<file path="config.mk">
export PLATFORM = sky130hd
export DESIGN_NAME = uart_tx_arbiter
export DESIGN_NICKNAME = d
export VERILOG_FILES = /design/src/rtl/uart_pkg.sv /design/src/rtl/uart_tx_arbiter_rr_select.sv /design/src/rtl/uart_tx_arbiter.sv
export SDC_FILE = /design/constraint.sdc
export NUM_CORES = 1
export LEC_CHECK = 0
export CAP_MARGIN = 20
export CELL_PAD_IN_SITES_DETAIL_PLACEMENT = 0
export CELL_PAD_IN_SITES_GLOBAL_PLACEMENT = 2
export CORE_MARGIN = 8
export CORE_UTILIZATION = 30
export DETAILED_ROUTE_END_ITERATION = 6
export GPL_TIMING_DRIVEN = 0
export MAX_ROUTING_LAYER = met4
export PLACE_DENSITY_LB_ADDON = 0.15
export SYNTH_ARGS = -nofsm -noshare
export SYNTH_HDL_FRONTEND = slang
export SYNTH_HIERARCHICAL = 1
export SYNTH_SLANG_ARGS = --single-unit
</file>
<file path="constraint.sdc">
create_clock -name clk -period 4.15 [get_ports clk]
set_clock_uncertainty 0.15 [all_clocks]
set_input_delay 0.6225 -clock clk [delete_from_list [all_inputs] [get_ports clk]]
set_output_delay 0.6225 -clock clk [all_outputs]
set_load 0.05 [all_outputs]
</file>
<file path="src/rtl/uart_pkg.sv">
`default_nettype none
// +----------------------------------------------------------------------+
// | Module  : uart_pkg                                                   |
// | Brief   : Shared UART constants and arbiter state encodings.         |
// | Revision: 1.0 - initial release                                      |
// +----------------------------------------------------------------------+
package uart_pkg;

  // Transmitter timing, from which the acknowledge timeout is sized.
  localparam int UART_DELAY_FRAMES    = 234;
  localparam int UART_FRAME_BITS      = 10;
  localparam int UART_DEBOUNCE_CYCLES = 250000;
  localparam int UART_BIT_PER_WORD    = 7;

  localparam int UART_DATA_WIDTH  = UART_BIT_PER_WORD + 1;
  localparam int UART_ACK_TIMEOUT = 300000;

  typedef enum logic [1:0] {
    UART_ARB_IDLE     = 2'd0,
    UART_ARB_STROBE   = 2'd1,
    UART_ARB_WAIT_ACK = 2'd2,
    UART_ARB_WAIT_REL = 2'd3
  } uart_arb_state_e;

endpackage : uart_pkg
`default_nettype wire

</file>
<file path="src/rtl/uart_tx_arbiter_rr_select.sv">
`default_nettype none
// +----------------------------------------------------------------------+
// | Module  : rr_select                                                  |
// | Brief   : Round-robin priority picker with packet-lock override.     |
// | Revision: 1.0 - initial release                                      |
// +----------------------------------------------------------------------+
module rr_select #(
  parameter int NUM_REQ = 4,
  parameter int IDX_W   = $clog2(NUM_REQ)
) (
  input  logic [NUM_REQ-1:0] valid_i,
  input  logic [IDX_W-1:0]   ptr_i,
  input  logic               lock_i,
  input  logic [IDX_W-1:0]   owner_i,
  output logic [NUM_REQ-1:0] sel_onehot_o,
  output logic [IDX_W-1:0]   sel_idx_o,
  output logic               sel_any_o
);

  logic [IDX_W-1:0] cand;

  always_comb begin
    sel_onehot_o = '0;
    sel_idx_o    = '0;
    sel_any_o    = 1'b0;
    cand         = '0;
    if (lock_i) begin
      if (valid_i[owner_i]) begin
        sel_onehot_o[owner_i] = 1'b1;
        sel_idx_o             = owner_i;
        sel_any_o             = 1'b1;
      end
    end else begin
      // Search starts one past the last winner so it gets lowest priority.
      for (int k = 1; k <= NUM_REQ; k++) begin
        cand = IDX_W'((int'(ptr_i) + k) % NUM_REQ);
        if (!sel_any_o && valid_i[cand]) begin
          sel_onehot_o[cand] = 1'b1;
          sel_idx_o          = cand;
          sel_any_o          = 1'b1;
        end
      end
    end
  end

endmodule : rr_select
`default_nettype wire

</file>
<file path="src/rtl/uart_tx_arbiter.sv">
`default_nettype none
// +----------------------------------------------------------------------+
// | Module  : uart_tx_arbiter                                            |
// | Brief   : Round-robin byte arbiter feeding one edge-triggered uart_tx.|
// | Revision: 1.0 - initial release                                      |
// +----------------------------------------------------------------------+
module uart_tx_arbiter
  import uart_pkg::*;
#(
  parameter int NUM_REQ     = 4,
  parameter int DATA_WIDTH  = UART_DATA_WIDTH,
  parameter int ACK_TIMEOUT = UART_ACK_TIMEOUT
) (
  input  logic                          clk,
  input  logic                          rst,
  input  logic [NUM_REQ-1:0]            req_valid,
  input  logic [NUM_REQ-1:0]            req_last,
  input  logic [NUM_REQ*DATA_WIDTH-1:0] req_data,
  output logic [NUM_REQ-1:0]            req_ready,
  output logic [DATA_WIDTH-1:0]         tx_data,
  output logic                          tx_data_ready,
  input  logic                          tx_sampled,
  output logic [NUM_REQ-1:0]            grant,
  output logic                          busy,
  output logic                          err_timeout
);

  localparam int IDX_W = $clog2(NUM_REQ);
  localparam int CNT_W = $clog2(ACK_TIMEOUT + 1);

  uart_arb_state_e       state_q, state_d;
  logic [DATA_WIDTH-1:0] tx_data_q, tx_data_d;
  logic                  tx_data_ready_q, tx_data_ready_d;
  logic [NUM_REQ-1:0]    grant_q, grant_d;
  logic                  lock_q, lock_d;
  logic [IDX_W-1:0]      rr_ptr_q, rr_ptr_d;
  logic [CNT_W-1:0]      cnt_q, cnt_d;
  logic                  err_timeout_q, err_timeout_d;

  logic [NUM_REQ-1:0]    sel_onehot;
  logic [IDX_W-1:0]      sel_idx;
  logic                  sel_any;

  // The lock owner is always the last winner, so rr_ptr doubles as owner.
  rr_select #(
    .NUM_REQ (NUM_REQ),
    .IDX_W   (IDX_W)
  ) u_rr_select (
    .valid_i      (req_valid),
    .ptr_i        (rr_ptr_q),
    .lock_i       (lock_q),
    .owner_i      (rr_ptr_q),
    .sel_onehot_o (sel_onehot),
    .sel_idx_o    (sel_idx),
    .sel_any_o    (sel_any)
  );

  always_ff @(posedge clk or posedge rst) begin
    if (rst) begin
      state_q         <= UART_ARB_IDLE;
      tx_data_q       <= '0;
      tx_data_ready_q <= 1'b0;
      grant_q         <= '0;
      lock_q          <= 1'b0;
      rr_ptr_q        <= IDX_W'(NUM_REQ - 1);
      cnt_q           <= '0;
      err_timeout_q   <= 1'b0;
    end else begin
      state_q         <= state_d;
      tx_data_q       <= tx_data_d;
      tx_data_ready_q <= tx_data_ready_d;
      grant_q         <= grant_d;
      lock_q          <= lock_d;
      rr_ptr_q        <= rr_ptr_d;
      cnt_q           <= cnt_d;
      err_timeout_q   <= err_timeout_d;
    end
  end

  always_comb begin
    state_d         = state_q;
    tx_data_d       = tx_data_q;
    tx_data_ready_d = tx_data_ready_q;
    grant_d         = grant_q;
    lock_d          = lock_q;
    rr_ptr_d        = rr_ptr_q;
    cnt_d           = cnt_q;
    err_timeout_d   = 1'b0;
    unique case (state_q)
      UART_ARB_IDLE: begin
        tx_data_ready_d = 1'b0;
        if (sel_any) begin
          tx_data_d = req_data[int'(sel_idx)*DATA_WIDTH +: DATA_WIDTH];
          grant_d   = sel_onehot;
          rr_ptr_d  = sel_idx;
          lock_d    = ~req_last[sel_idx];
          state_d   = UART_ARB_STROBE;
        end
      end
      UART_ARB_STROBE: begin
        // tx_sampled is deliberately ignored here: a high level is stale.
        tx_data_ready_d = 1'b1;
        cnt_d           = '0;
        state_d         = UART_ARB_WAIT_ACK;
      end
      UART_ARB_WAIT_ACK: begin
        if (tx_sampled) begin
          tx_data_ready_d = 1'b0;
          state_d         = UART_ARB_WAIT_REL;
        end else if (cnt_q == CNT_W'(ACK_TIMEOUT - 1)) begin
          err_timeout_d   = 1'b1;
          tx_data_ready_d = 1'b0;
          lock_d          = 1'b0;
          grant_d         = '0;
          state_d         = UART_ARB_IDLE;
        end else begin
          cnt_d = cnt_q + CNT_W'(1);
        end
      end
      UART_ARB_WAIT_REL: begin
        tx_data_ready_d = 1'b0;
        if (!tx_sampled) begin
          state_d = UART_ARB_IDLE;
          if (!lock_q) grant_d = '0;
        end
      end
      default: state_d = UART_ARB_IDLE;
    endcase
  end

  assign req_ready     = (state_q == UART_ARB_IDLE) ? sel_onehot : '0;
  assign tx_data       = tx_data_q;
  assign tx_data_ready = tx_data_ready_q;
  assign grant         = grant_q;
  assign busy          = (state_q != UART_ARB_IDLE);
  assign err_timeout   = err_timeout_q;

endmodule : uart_tx_arbiter
`default_nettype wire

</file>
Word level (Yosys, flattened, before mapping)
Index checks and enable logic that the tools add are counted.

word-level totals
  register bits = 38
  output and inout bits = 19
  word-level logic and storage cells = 132

cells by class
  add/sub/neg operators = 5
  magnitude comparators = 11
  equality and inequality tests = 11
  shift-type cells = 1
  multiplexer cells = 70
  bitwise logic cells = 4
  reduce and logical (&&, ||, !) cells = 22

operator list
  cell                     count
  $mux W4                  15
  $mux W19                 2
  $pmux W19 S2             1
  $shiftx A32 B6 Y8        1
  $mux W1                  27
  $mux W2                  10
  $add A19 B1 Y19 const B  1
  $eq A19 B19 Y1 const B   1
  $lt A2 B3 Y1 const B     6
  $bmux W1 S2              6
  $ne A2 B2 Y1 const B     6
  $or A4 B4 Y4             3
  $pmux W4 S3              1
  $demux W1 S2             5
  $ge A2 B1 Y1 const B     5
  $logic_and A1 B1 Y1      8
  $pmux W2 S4              1
  $reduce_and A3 Y1        2
  $reduce_and A6 Y1        1
  $reduce_bool A2 Y1       3
  $add A2 B1 Y2 const B    2
  $add A2 B2 Y2 const B    2
  $eq A2 B2 Y1 const B     2
  $reduce_and A4 Y1        1
  10 further kinds         12

Longest topological paths before layout
Gate-level depths: netlist of run 1.

  word-level depth = 22
  gate-level depth with buffers = 12

Hierarchy
The synthesis of run 1 kept the hierarchy.

modules (own cells, without submodules)
  module           instances  cells each  area each (um^2)
  uart_tx_arbiter  1          198         2,184.6
  rr_select        1          81          646.9

Least setup slack after synthesis of run 1
OpenSTA, ideal clock, no wires.

  kind = reg2out
  start = register rr_ptr_q[0]
  end = output req_ready[3]
  data arrival time = 2.525 ns
  slack = 0.853 ns
  cell stages (with the launch flop) = 8
  cell sequence = dfstp_2 > buf_4 > inv_1 > ha_1 > mux4_2 > a221o_2 > a221o_1 > and2_1

on the way
  longest elaborated chain between the ends = 18
  elaborated cells between the ends (all ways) = 64
  classes of those cells = add/sub (4); order compare (10); mux (36); bitwise (3); reduce/logical (11)

RTL lines
  item                                                                   RTL line                         text
  start, declared                                                        uart_tx_arbiter.sv:36            logic [IDX_W-1:0] rr_ptr_q, rr_ptr_d;
  start signal, assigned                                                 uart_tx_arbiter.sv:65            rr_ptr_q <= IDX_W'(NUM_REQ - 1);
  start signal, assigned                                                 uart_tx_arbiter.sv:74            rr_ptr_q <= rr_ptr_d;
  parallel branches: the longest is 16 deep, another holds $lt A2 B3 Y1  -
  $mux W4 *                                                              uart_tx_arbiter_rr_select.sv:27  if (lock_i) begin
  named net sel_onehot[3]                                                uart_tx_arbiter.sv:40            logic [NUM_REQ-1:0] sel_onehot;
  $mux W4 *                                                              uart_tx_arbiter.sv:131           assign req_ready = (state_q == UART_ARB_IDLE) ? sel_onehot : '0;
  end, declared                                                          uart_tx_arbiter.sv:19            output logic [NUM_REQ-1:0] req_ready,

Mark *: on every way through the listed nets, which the timed path passes. The select of a mux whose other input is x is not followed.

Worst setup path after layout of run 1
  start = register rr_ptr_q[1]
  end = output req_ready[0]

The elaborated chain is that of the path after synthesis.

==> results of run 1 <==
layer usage:
metal | vias up | wire length, um | GRT usage (%)
met5 | - | 0 | -
met4 | 0 | 42 | 1.33
met3 | 5 | 313 | 3.04
met2 | 63 | 3610 | 19.6
met1 | 1187 | 3650 | 17.1
li1 | 1206 | - | -
critical path, stage by stage, from the launching register on:
cell and delay (ps):
dfstp_2 590, buf_4 180, inv_1 130, ha_1 410, mux4_2 420, a221o_2 320, a221o_1 310, and2_1 140
dlygate4sd2_1 410
flip-flops by register name, summed over array words and instances (netlist names):
signal and cells:
grant 4, err_timeout 1, tx_data 8, rr_ptr_q 2, cnt_q 19, tx_data_ready 1, state_q 2, lock_q 1
worst min path at each step:
stage,to,slack [ps],cells after the start
5_1_grt,tx_data[1],380,1
6_report,tx_data[1],360,1
2_1_floorplan,cnt_q[18],330,1
3_3_place_gp,tx_data[2],340,1
4_1_cts,tx_data[1],360,1
3_5_place_dp,tx_data[0],340,1
repair_timing:
action | in CTS | in global routing
gates resized for setup | 4 | 4
pin swaps | 0 | 0
setup endpoints to repair | 4 | 4
setup buffers | 2 | 2
power by group:
group          switching [mW]  internal (mW)  total (mW)
clock                   0.139          0.134       0.272
combinational           0.964          0.774        1.74
sequential             0.0949          0.477       0.572
total                    1.20           1.39        2.58
cell usage in the layout (no fill, tap or decap), drive strengths merged, types with 3 or more instances in the layout:
| master | count |
|---|---|
| ha | 15 |
| and3 | 3 |
| a221o | 6 |
| inv | 15 |
| nand4b | 3 |
| a21oi | 16 |
| buf | 12 |
| mux4 | 13 |
| nand3 | 8 |
| and2 | 5 |
| mux2 | 14 |
| nand4 | 7 |
| a31oi | 9 |
| nor2b | 3 |
| nand2 | 26 |
| dfrtp | 36 |
| nor4b | 4 |
| a22o | 3 |
| o21ai | 14 |
| mux2i | 7 |
| clkdlybuf4s50 | 56 |
| nand2b | 4 |
| nor3b | 3 |
| nor3 | 5 |
| nor2 | 14 |
| clkbuf | 13 |
layout make-up:
cell class	count	area share [%]
clock buffers	6	2.23
repair buffers	64	17.1
multi-input cells	212	47.1
inverters	16	1.62
plain buffers	13	2.10
well taps	111	3.76
clock inverters	2	0.339
flip-flops and latches	38	25.8
cell families after synthesis:
group                      Yosys count  synth area share (%)
and+or+nand+nor                     97                  20.1
buffers and inverters               29                  4.86
muxes                               34                  18.6
adders and majority gates           15                  6.63
DFF                                 38                  33.7
AOI/OAI and AO/OA                   66                  16.1
metrics by stage:
step           area [um2]  worst slack [ps]  TNS [ps]
5_1_grt              3700              2.27         0
6_report             3700               161         0
3_5_place_dp         3570             -88.6      -109
2_1_floorplan        2830               853         0
4_1_cts              3690             -8.53     -8.53
3_3_place_gp         3570              -109      -142
==> impl_metrics.env, run 1 <==
export IMPL_status="finished, final reports clean"
export IMPL_dp_cells=450
export IMPL_synth_top_area_cell="dfrtp_1"
export IMPL_multi_input_area_mm2=0.00174
export IMPL_crit_path_end="req_ready[0]"
export IMPL_grt_pass1_wl_mm=13.2
export IMPL_netlist_instances=279
export IMPL_cts_made_buffers=5
export IMPL_grt_usage_pct=12.7
export IMPL_hold_violations=0
export IMPL_pin_count=62
export IMPL_crit_arrival_ps=3220
export IMPL_synth_seq_cells=38
export IMPL_finalSetupViolCount=0
export IMPL_synth_warning_count=6
export IMPL_critical_path_class="flop to output port"
export IMPL_avgSynthCellArea_um2=10.1
export IMPL_vias=2461
export IMPL_drtAntennaViolNets=0
export IMPL_drive_above_1_share_pct=18.2
export IMPL_die_h_um=113
export IMPL_die_x_um=113
export IMPL_hpwl_mm=5.72
export IMPL_synth_most_common_cell="dfrtp_1"
export IMPL_core_area_mm2=0.00920
export IMPL_dieArea_mm2=0.0128
export IMPL_layout_min_cycle_time_ps=3990
export IMPL_syn_num_nets=337
export IMPL_synth_common_cells="dfrtp_1, nand2_1, a21oi_1, ha_1, inv_1"
export IMPL_final_seq_area_um2=953
export IMPL_drtIter0Drc=83
export IMPL_cp_end_kind="output port"
export IMPL_crit_start="rr_ptr_q[1]"
export IMPL_max_slew_margin_rel_pct=45.5
export IMPL_diodes=0
export IMPL_reg2reg_depth=11
export IMPL_worst_pin_slew_ps=816
export IMPL_grt_max_degree=39
export IMPL_antenna_found_initial=0
export IMPL_grt_pass1_vias=2601
export IMPL_via_per_inst=5.33
export IMPL_std_cell_rows=35
export IMPL_gp_congestion=0.780
export IMPL_synth_seq_area_share_pct=33.7
export IMPL_ys_top_cells_by_area="dfrtp_1, mux4_2, ha_1, mux2_2, nand2_1"
export IMPL_synth_top_area_share_pct=31.8
export IMPL_worstSkewPairLatency_ps=290
export IMPL_area_growth_pct=30.5
export IMPL_worst_r2r_endpoint="lock_q"
export IMPL_ys_types=60
export IMPL_hp_class="flop to flop"
export IMPL_htree_num_levels=2
export IMPL_clkTransAtPathRegs_ps=90
export IMPL_synth_edf_count=0
export IMPL_p_leak_nw=1.54
export IMPL_clock_sinks=38
export IMPL_routedWlPerCell_um=16.5
export IMPL_fill_cells=910
export IMPL_power_mw=2.58
export IMPL_synthesis_area_mm2=0.00283
export IMPL_hold_buffers=0
export IMPL_fin_cells=462
export IMPL_fin_crit_sh_pct=96.1
export IMPL_cts_root_buf="clkbuf_8"
export IMPL_ys_flop_type="dfrtp_1"
export IMPL_crit_required_ps=3380
export IMPL_final_util_pct=40.2
export IMPL_grt_overflow=0
export IMPL_crit_fanout=9
export IMPL_max_cap_viol_count=0
export IMPL_rsz0062_at_grt="false"
export IMPL_worstHoldStart="tx_data[1]"
export IMPL_cp_start_kind="flop"
export IMPL_hold_ws_ps=361
export IMPL_peakVddDrop_uv=240
export IMPL_reg2reg_slack_ps=720
export IMPL_power_density_mw_per_mm2=699
export IMPL_nNetsFinal=408
export IMPL_regToRegStartpoint="rr_ptr_q[1]"
export IMPL_clock_path_buffers=2
export IMPL_wirelength_mm=7.62
export IMPL_dr_pass1_iters=4
export IMPL_ys_async_sr_fraction_pct=100
export IMPL_max_freq_mhz=251
export IMPL_place_port_buffers=60
export IMPL_start_util_pct=30.8
export IMPL_finalMaxSlewViolations=0
export IMPL_cts_tree="built"
export IMPL_drc=0
No activity file was read; power rests on OpenSTA's default activity.
==> run 2: changes to the inputs <==
Settings changed: CORE_UTILIZATION 30 to 32, REMOVE_ABC_BUFFERS set to 1.
==> impl_metrics.env, run 2 (synthesis results as in run 1) <==
export IMPL_status="finished, final reports clean"
export IMPL_clkTransAtPathRegs_ps=70
export IMPL_pin_count=62
export IMPL_via_per_inst=5.46
export IMPL_dr_pass1_iters=4
export IMPL_worst_pin_slew_ps=920
export IMPL_hp_class="flop to flop"
export IMPL_regToRegStartpoint="rr_ptr_q[1]"
export IMPL_finalMaxSlewViolations=0
export IMPL_hold_buffers=0
export IMPL_htree_num_levels=2
export IMPL_grt_max_degree=39
export IMPL_diodes=0
export IMPL_cp_end_kind="output port"
export IMPL_area_growth_pct=28.0
export IMPL_max_slew_margin_rel_pct=38.3
export IMPL_worstSkewPairLatency_ps=290
export IMPL_pre_cts_slack_ps=-364
export IMPL_cts_tree="built"
export IMPL_cp_start_kind="primary input"
export IMPL_hpwl_mm=5.46
export IMPL_layout_common_cells="clkdlybuf4s50_1, dfrtp_1, nand2_1"
export IMPL_fin_cells=444
export IMPL_power_switching_mw=1.18
export IMPL_die_h_um=110
export IMPL_crit_fanout=11
export IMPL_dieArea_mm2=0.0121
export IMPL_start_util_pct=32.8
export IMPL_layout_min_cycle_time_ps=4020
export IMPL_finalSetupViolCount=0
export IMPL_final_common_cell="clkdlybuf4s50_1"
export IMPL_drc=0
export IMPL_crit_chain="clkdlybuf4s50_1 -> mux4_2 -> or4b_4 -> a221oi_2 -> a211o_1 -> and2_1 -> clkdlybuf4s15_2"
export IMPL_regMostFlops="cnt_q"
export IMPL_peakVddDrop_uv=292
export IMPL_slowest_stage="clkdlybuf4s50_1"
export IMPL_dp_cells=435
export IMPL_p_sw_share_pct=45.9
export IMPL_p_comb_share_pct=64.1
export IMPL_std_cell_rows=34
export IMPL_max_stage_delay_ps=600
export IMPL_grt_pass1_wl_mm=12.3
export IMPL_grt_overflow=0
export IMPL_nNetsFinal=393
export IMPL_gp_congestion=0.754
export IMPL_design_area_mm2=0.00362
export IMPL_antenna_found_initial=0
export IMPL_crit_required_ps=3380
export IMPL_hold_ws_ps=356
export IMPL_fin_tns_setup_ps=0
export IMPL_clock_sinks=38
export IMPL_core_area_mm2=0.00864
export IMPL_p_leak_nw=1.50
export IMPL_clock_path_buffers=2
export IMPL_cts_root_buf="clkbuf_8"
export IMPL_grt_pass1_vias=2435
export IMPL_rsz0062_at_grt="false"
export IMPL_max_freq_mhz=249
export IMPL_critical_path_class="primary input to output port"
export IMPL_vias=2424
export IMPL_crit_arrival_ps=3250
export IMPL_drtIter0Drc=136
export IMPL_hold_violations=0
export IMPL_drive_above_1_share_pct=17.3
export IMPL_fin_crit_sh_pct=96.9
export IMPL_setup_slack_ps=129
export IMPL_postPlaceCellArea_mm2=0.00351
export IMPL_grt_usage_pct=13.0
export IMPL_crit_start="req_valid[3]"
export IMPL_final_util_pct=42.0
export IMPL_seqPwrFrac_pct=23.9
export IMPL_place_port_buffers=61
export IMPL_worstHoldStart="tx_data[1]"
export IMPL_max_cap_viol_count=0
export IMPL_routedWlPerCell_um=16.4
export IMPL_clkPwrFrac_pct=12.0
export IMPL_cts_made_buffers=5
export IMPL_die_x_um=110
export IMPL_wirelength_mm=7.26
export IMPL_largest_register_ffs=19
export IMPL_drtAntennaViolNets=0
export IMPL_power_density_mw_per_mm2=707
export IMPL_p_int_mw=1.39
export IMPL_power_mw=2.56
==> run 2: cell count changes in the layout (fill, tap and decap cells not counted), moves of 2 or more <==
cell / change
buf_2: -2
buf_4: -5
buf_6: -2
clkbuf_1: -5
dfstp_2: -2
dfstp_4: +2
dlygate4sd2_1: -2
==> run 2: worst paths after layout <==
check / to / slack (ps) / depth (start not counted)
setup / recovery: req_ready[1] / 130 / 7
hold / removal: tx_data[1] / 360 / 1
setup reg to reg: lock_q / 470 / 9
hold reg to reg: tx_data[1] / 360 / 1
max in group asynchronous: grant[1] / 2660 / 2
min in group asynchronous: tx_data[2] / 660 / 2
==> run 2: worst max-delay path, delay by kind of cell <==
family	cells	cell delay [ps]
AO/OA/AOI/OAI	2	420
AND/OR/NAND/NOR	2	640
multiplexers	1	600
buffers and inverters	2	970
==> run 2: per-layer routing <==
layer / share of wire, % / global-route usage (%) / vias to the layer above / routed length [um]
met5: 0 / - / - / 0
met4: 0.81 / 3.18 / 0 / 59
met3: 7.0 / 4.53 / 8 / 512
met2: 44 / 18.4 / 78 / 3180
met1: 48 / 17.2 / 1161 / 3510
li1: - / - / 1177 / -
==> run 2: power by group through the flow <==
stage / clock network, mW / logic (mW) / registers, mW
floorplan: 0 / 1.02 / 0.787
global placement: 0 / 1.63 / 0.624
detailed placement: 0 / 1.65 / 0.627
CTS: 0.320 / 1.64 / 0.629
global route: 0.330 / 1.79 / 0.636
finish: 0.307 / 1.64 / 0.612
==> run 2: final cells by class <==
cell class                 instances  area, um2
fill                             866       5010
clock inverter                     3       40.0
tap                              108        135
clock buffer                       5       68.8
multi-input combinational        212       1750
timing repair buffer              62        607
inverter                          16       60.1
sequential                        38        961
==> run 2: repair_timing <==
| action | 4_1_cts | 5_1_grt |
|---|---|---|
| cloned | 0 | 0 |
| pin swaps | 0 | 0 |
| setup endpoints to repair | 4 | 4 |
| gates resized for setup | 8 | 7 |
| buffers inserted | 0 | 1 |
==> run 3: changes to the inputs <==
Settings changed: CORE_UTILIZATION 32 to 31, HOLD_SLACK_MARGIN set to 0.05, SYNTH_HIERARCHICAL 1 to not set.
==> impl_metrics.env, run 3 <==
export IMPL_status="finished, final reports clean"
export IMPL_worstHoldStart="grant[2]"
export IMPL_grt_pass1_wl_mm=11.5
export IMPL_synth_common_cells="dfrtp_1, nand2_1, mux2i_1, nor2_1, xnor2_1"
export IMPL_max_stage_delay_ps=740
export IMPL_reg2reg_slack_ps=460
export IMPL_antenna_found_initial=0
export IMPL_routedWlPerCell_um=16.0
export IMPL_fill_cells=822
export IMPL_place_port_buffers=61
export IMPL_layout_common_cells="clkdlybuf4s50_1, dfrtp_1, nand2_1"
export IMPL_ys_async_sr_fraction_pct=100
export IMPL_ys_types=54
export IMPL_final_common_cell="clkdlybuf4s50_1"
export IMPL_ys_flop_type="dfrtp_1"
export IMPL_vias=2219
export IMPL_design_area_mm2=0.00343
export IMPL_grt_pass1_vias=2228
export IMPL_grt_usage_pct=12.4
export IMPL_start_util_pct=31.9
export IMPL_synth_most_common_cell="dfrtp_1"
export IMPL_nNetsFinal=379
export IMPL_clock_path_buffers=2
export IMPL_multi_input_area_mm2=0.00155
export IMPL_worst_pin_slew_ps=808
export IMPL_cts_tree="built"
export IMPL_final_util_pct=41.8
export IMPL_finalMaxSlewViolations=0
export IMPL_max_cap_viol_count=0
export IMPL_via_per_inst=5.12
export IMPL_drive_above_1_share_pct=9.15
export IMPL_grt_max_degree=39
export IMPL_clock_sinks=38
export IMPL_power_density_mw_per_mm2=711
export IMPL_netlist_instances=272
export IMPL_wirelength_mm=6.92
export IMPL_dr_pass1_iters=4
export IMPL_grt_overflow=0
export IMPL_avgSynthCellArea_um2=9.65
export IMPL_gp_congestion=0.771
export IMPL_crit_required_ps=3380
export IMPL_reg2reg_depth=9
export IMPL_cts_setup_buffers=0
export IMPL_worst_r2r_endpoint="tx_data[6]"
export IMPL_hold_end="grant[2]"
export IMPL_worstSkewPairLatency_ps=290
export IMPL_fin_crit_sh_pct=92.5
export IMPL_ys_top_cells_by_area="dfrtp_1, mux2i_1, nand2_1, xnor2_1, ha_1"
export IMPL_slowest_stage="dfstp_4"
export IMPL_ctsResizeCount=6
export IMPL_synth_top_area_share_pct=34.3
export IMPL_core_area_mm2=0.00822
export IMPL_peakVddDrop_uv=260
export IMPL_fin_tns_setup_ps=0
export IMPL_dieArea_mm2=0.0117
export IMPL_final_seq_area_um2=957
export IMPL_clkTransAtPathRegs_ps=80
export IMPL_largest_register_ffs=19
export IMPL_synthesis_area_mm2=0.00262
export IMPL_whs_path_depth=1
export IMPL_cp_start_kind="flop"
export IMPL_dp_cells=425
export IMPL_htree_num_levels=2
export IMPL_postPlaceCellArea_mm2=0.00331
export IMPL_regMostFlops="cnt_q"
export IMPL_crit_arrival_ps=3070
export IMPL_max_freq_mhz=260
export IMPL_std_cell_rows=33
export IMPL_rsz0062_at_grt="false"
export IMPL_crit_start="rr_ptr_q[0]"
export IMPL_area_growth_pct=30.9
export IMPL_die_x_um=108
export IMPL_finalSetupViolCount=0
export IMPL_hp_class="flop to flop"
export IMPL_synth_seq_cells=38
export IMPL_layout_min_cycle_time_ps=3840
export IMPL_synth_warning_count=0
export IMPL_synth_edf_count=0
export IMPL_synth_seq_area_share_pct=36.3
export IMPL_cp_end_kind="output port"
export IMPL_critical_path_class="flop to output port"
export IMPL_hold_violations=0
export IMPL_drc=0
export IMPL_pin_count=62
export IMPL_drtAntennaViolNets=0
export IMPL_die_h_um=108
export IMPL_diodes=0
export IMPL_fin_cells=433
export IMPL_hold_buffers=0
export IMPL_regToRegStartpoint="rr_ptr_q[0]"
export IMPL_p_leak_nw=1.43
export IMPL_crit_fanout=16
export IMPL_max_slew_margin_rel_pct=46.0
export IMPL_synth_top_area_cell="dfrtp_1"
export IMPL_drtIter0Drc=81
export IMPL_hpwl_mm=5.06
export IMPL_cts_made_buffers=5
export IMPL_cts_root_buf="clkbuf_8"
export IMPL_crit_chain="inv_1 -> ha_1 -> mux4_2 -> nand2_1 -> o21ai_0 -> o211ai_1 -> a21oi_1 -> clkbuf_2"
run 3: area by class of cell:
| type | instances | area share, % |
|---|---|---|
| Multi-Input combinational cell | 210 | 45.0 |
| Sequential cell | 38 | 27.9 |
| Timing Repair Buffer | 64 | 18.3 |
| Tap cell | 105 | 3.83 |
| Clock buffer | 6 | 2.40 |
| Clock inverter | 2 | 1.75 |
| Inverter | 8 | 0.874 |
run 3: how the worst max path moves through the flow:
stage                              end  slack (ps)  cells past startpoint
after floorplan                 lock_q         280                      8
after global placement      tx_data[5]        -400                      8
after detailed placement  req_ready[3]        -120                      7
after CTS                 req_ready[2]          10                      8
after global routing      req_ready[2]          80                      8
final                     req_ready[2]         310                      8
run 3: metal layers:
metal | global-route usage, % | share of wire (%) | up-vias
li1 | - | - | 1115
met1 | 17.7 | 52 | 1051
met2 | 17.0 | 42 | 53
met3 | 3.81 | 5.8 | 0
met4 | 1.49 | 0 | 0
met5 | - | 0 | -
run 3: kinds of logic (layout without fill, tap and decap cells):
group | count (synthesis) | after routing | share of synthesized area [%]
AO/OA/AOI/OAI | 61 | 61 | 17.5
XOR/XNOR | 15 | 15 | 5.01
adder cells (fa/ha/maj) | 9 | 9 | 4.29
buffers and inverters | 24 | 80 | 5.05
flip-flops | 38 | 38 | 36.3
multiplexers | 25 | 25 | 12.0
AND/OR/NAND/NOR | 100 | 100 | 19.8
run 3: through the flow:
step                hold slack (ps)  power [mW]  setup WS (ps)
global route                    342        2.63           77.8
floorplan                       338        1.60            277
finish                          333        2.44            309
global placement                309        2.03           -401
detailed placement              318        2.08           -120
CTS                             338        2.47           10.6
run 3: worst max-delay path: cells and delay by family (launching register included):
family	cells	cell delay (ps)
flops	1	740
buf+inv	2	550
compound gates	3	540
mux	1	460
fa+ha+maj	1	420
simple gates	1	70
run 3: power by group:
group	internal (mW)	leakage (nW)	total [mW]	switching, mW
registers	0.475	0.500	0.583	0.109
clock network	0.257	0.0714	0.394	0.137
logic	0.577	0.854	1.46	0.888
total	1.31	1.43	2.44	1.13
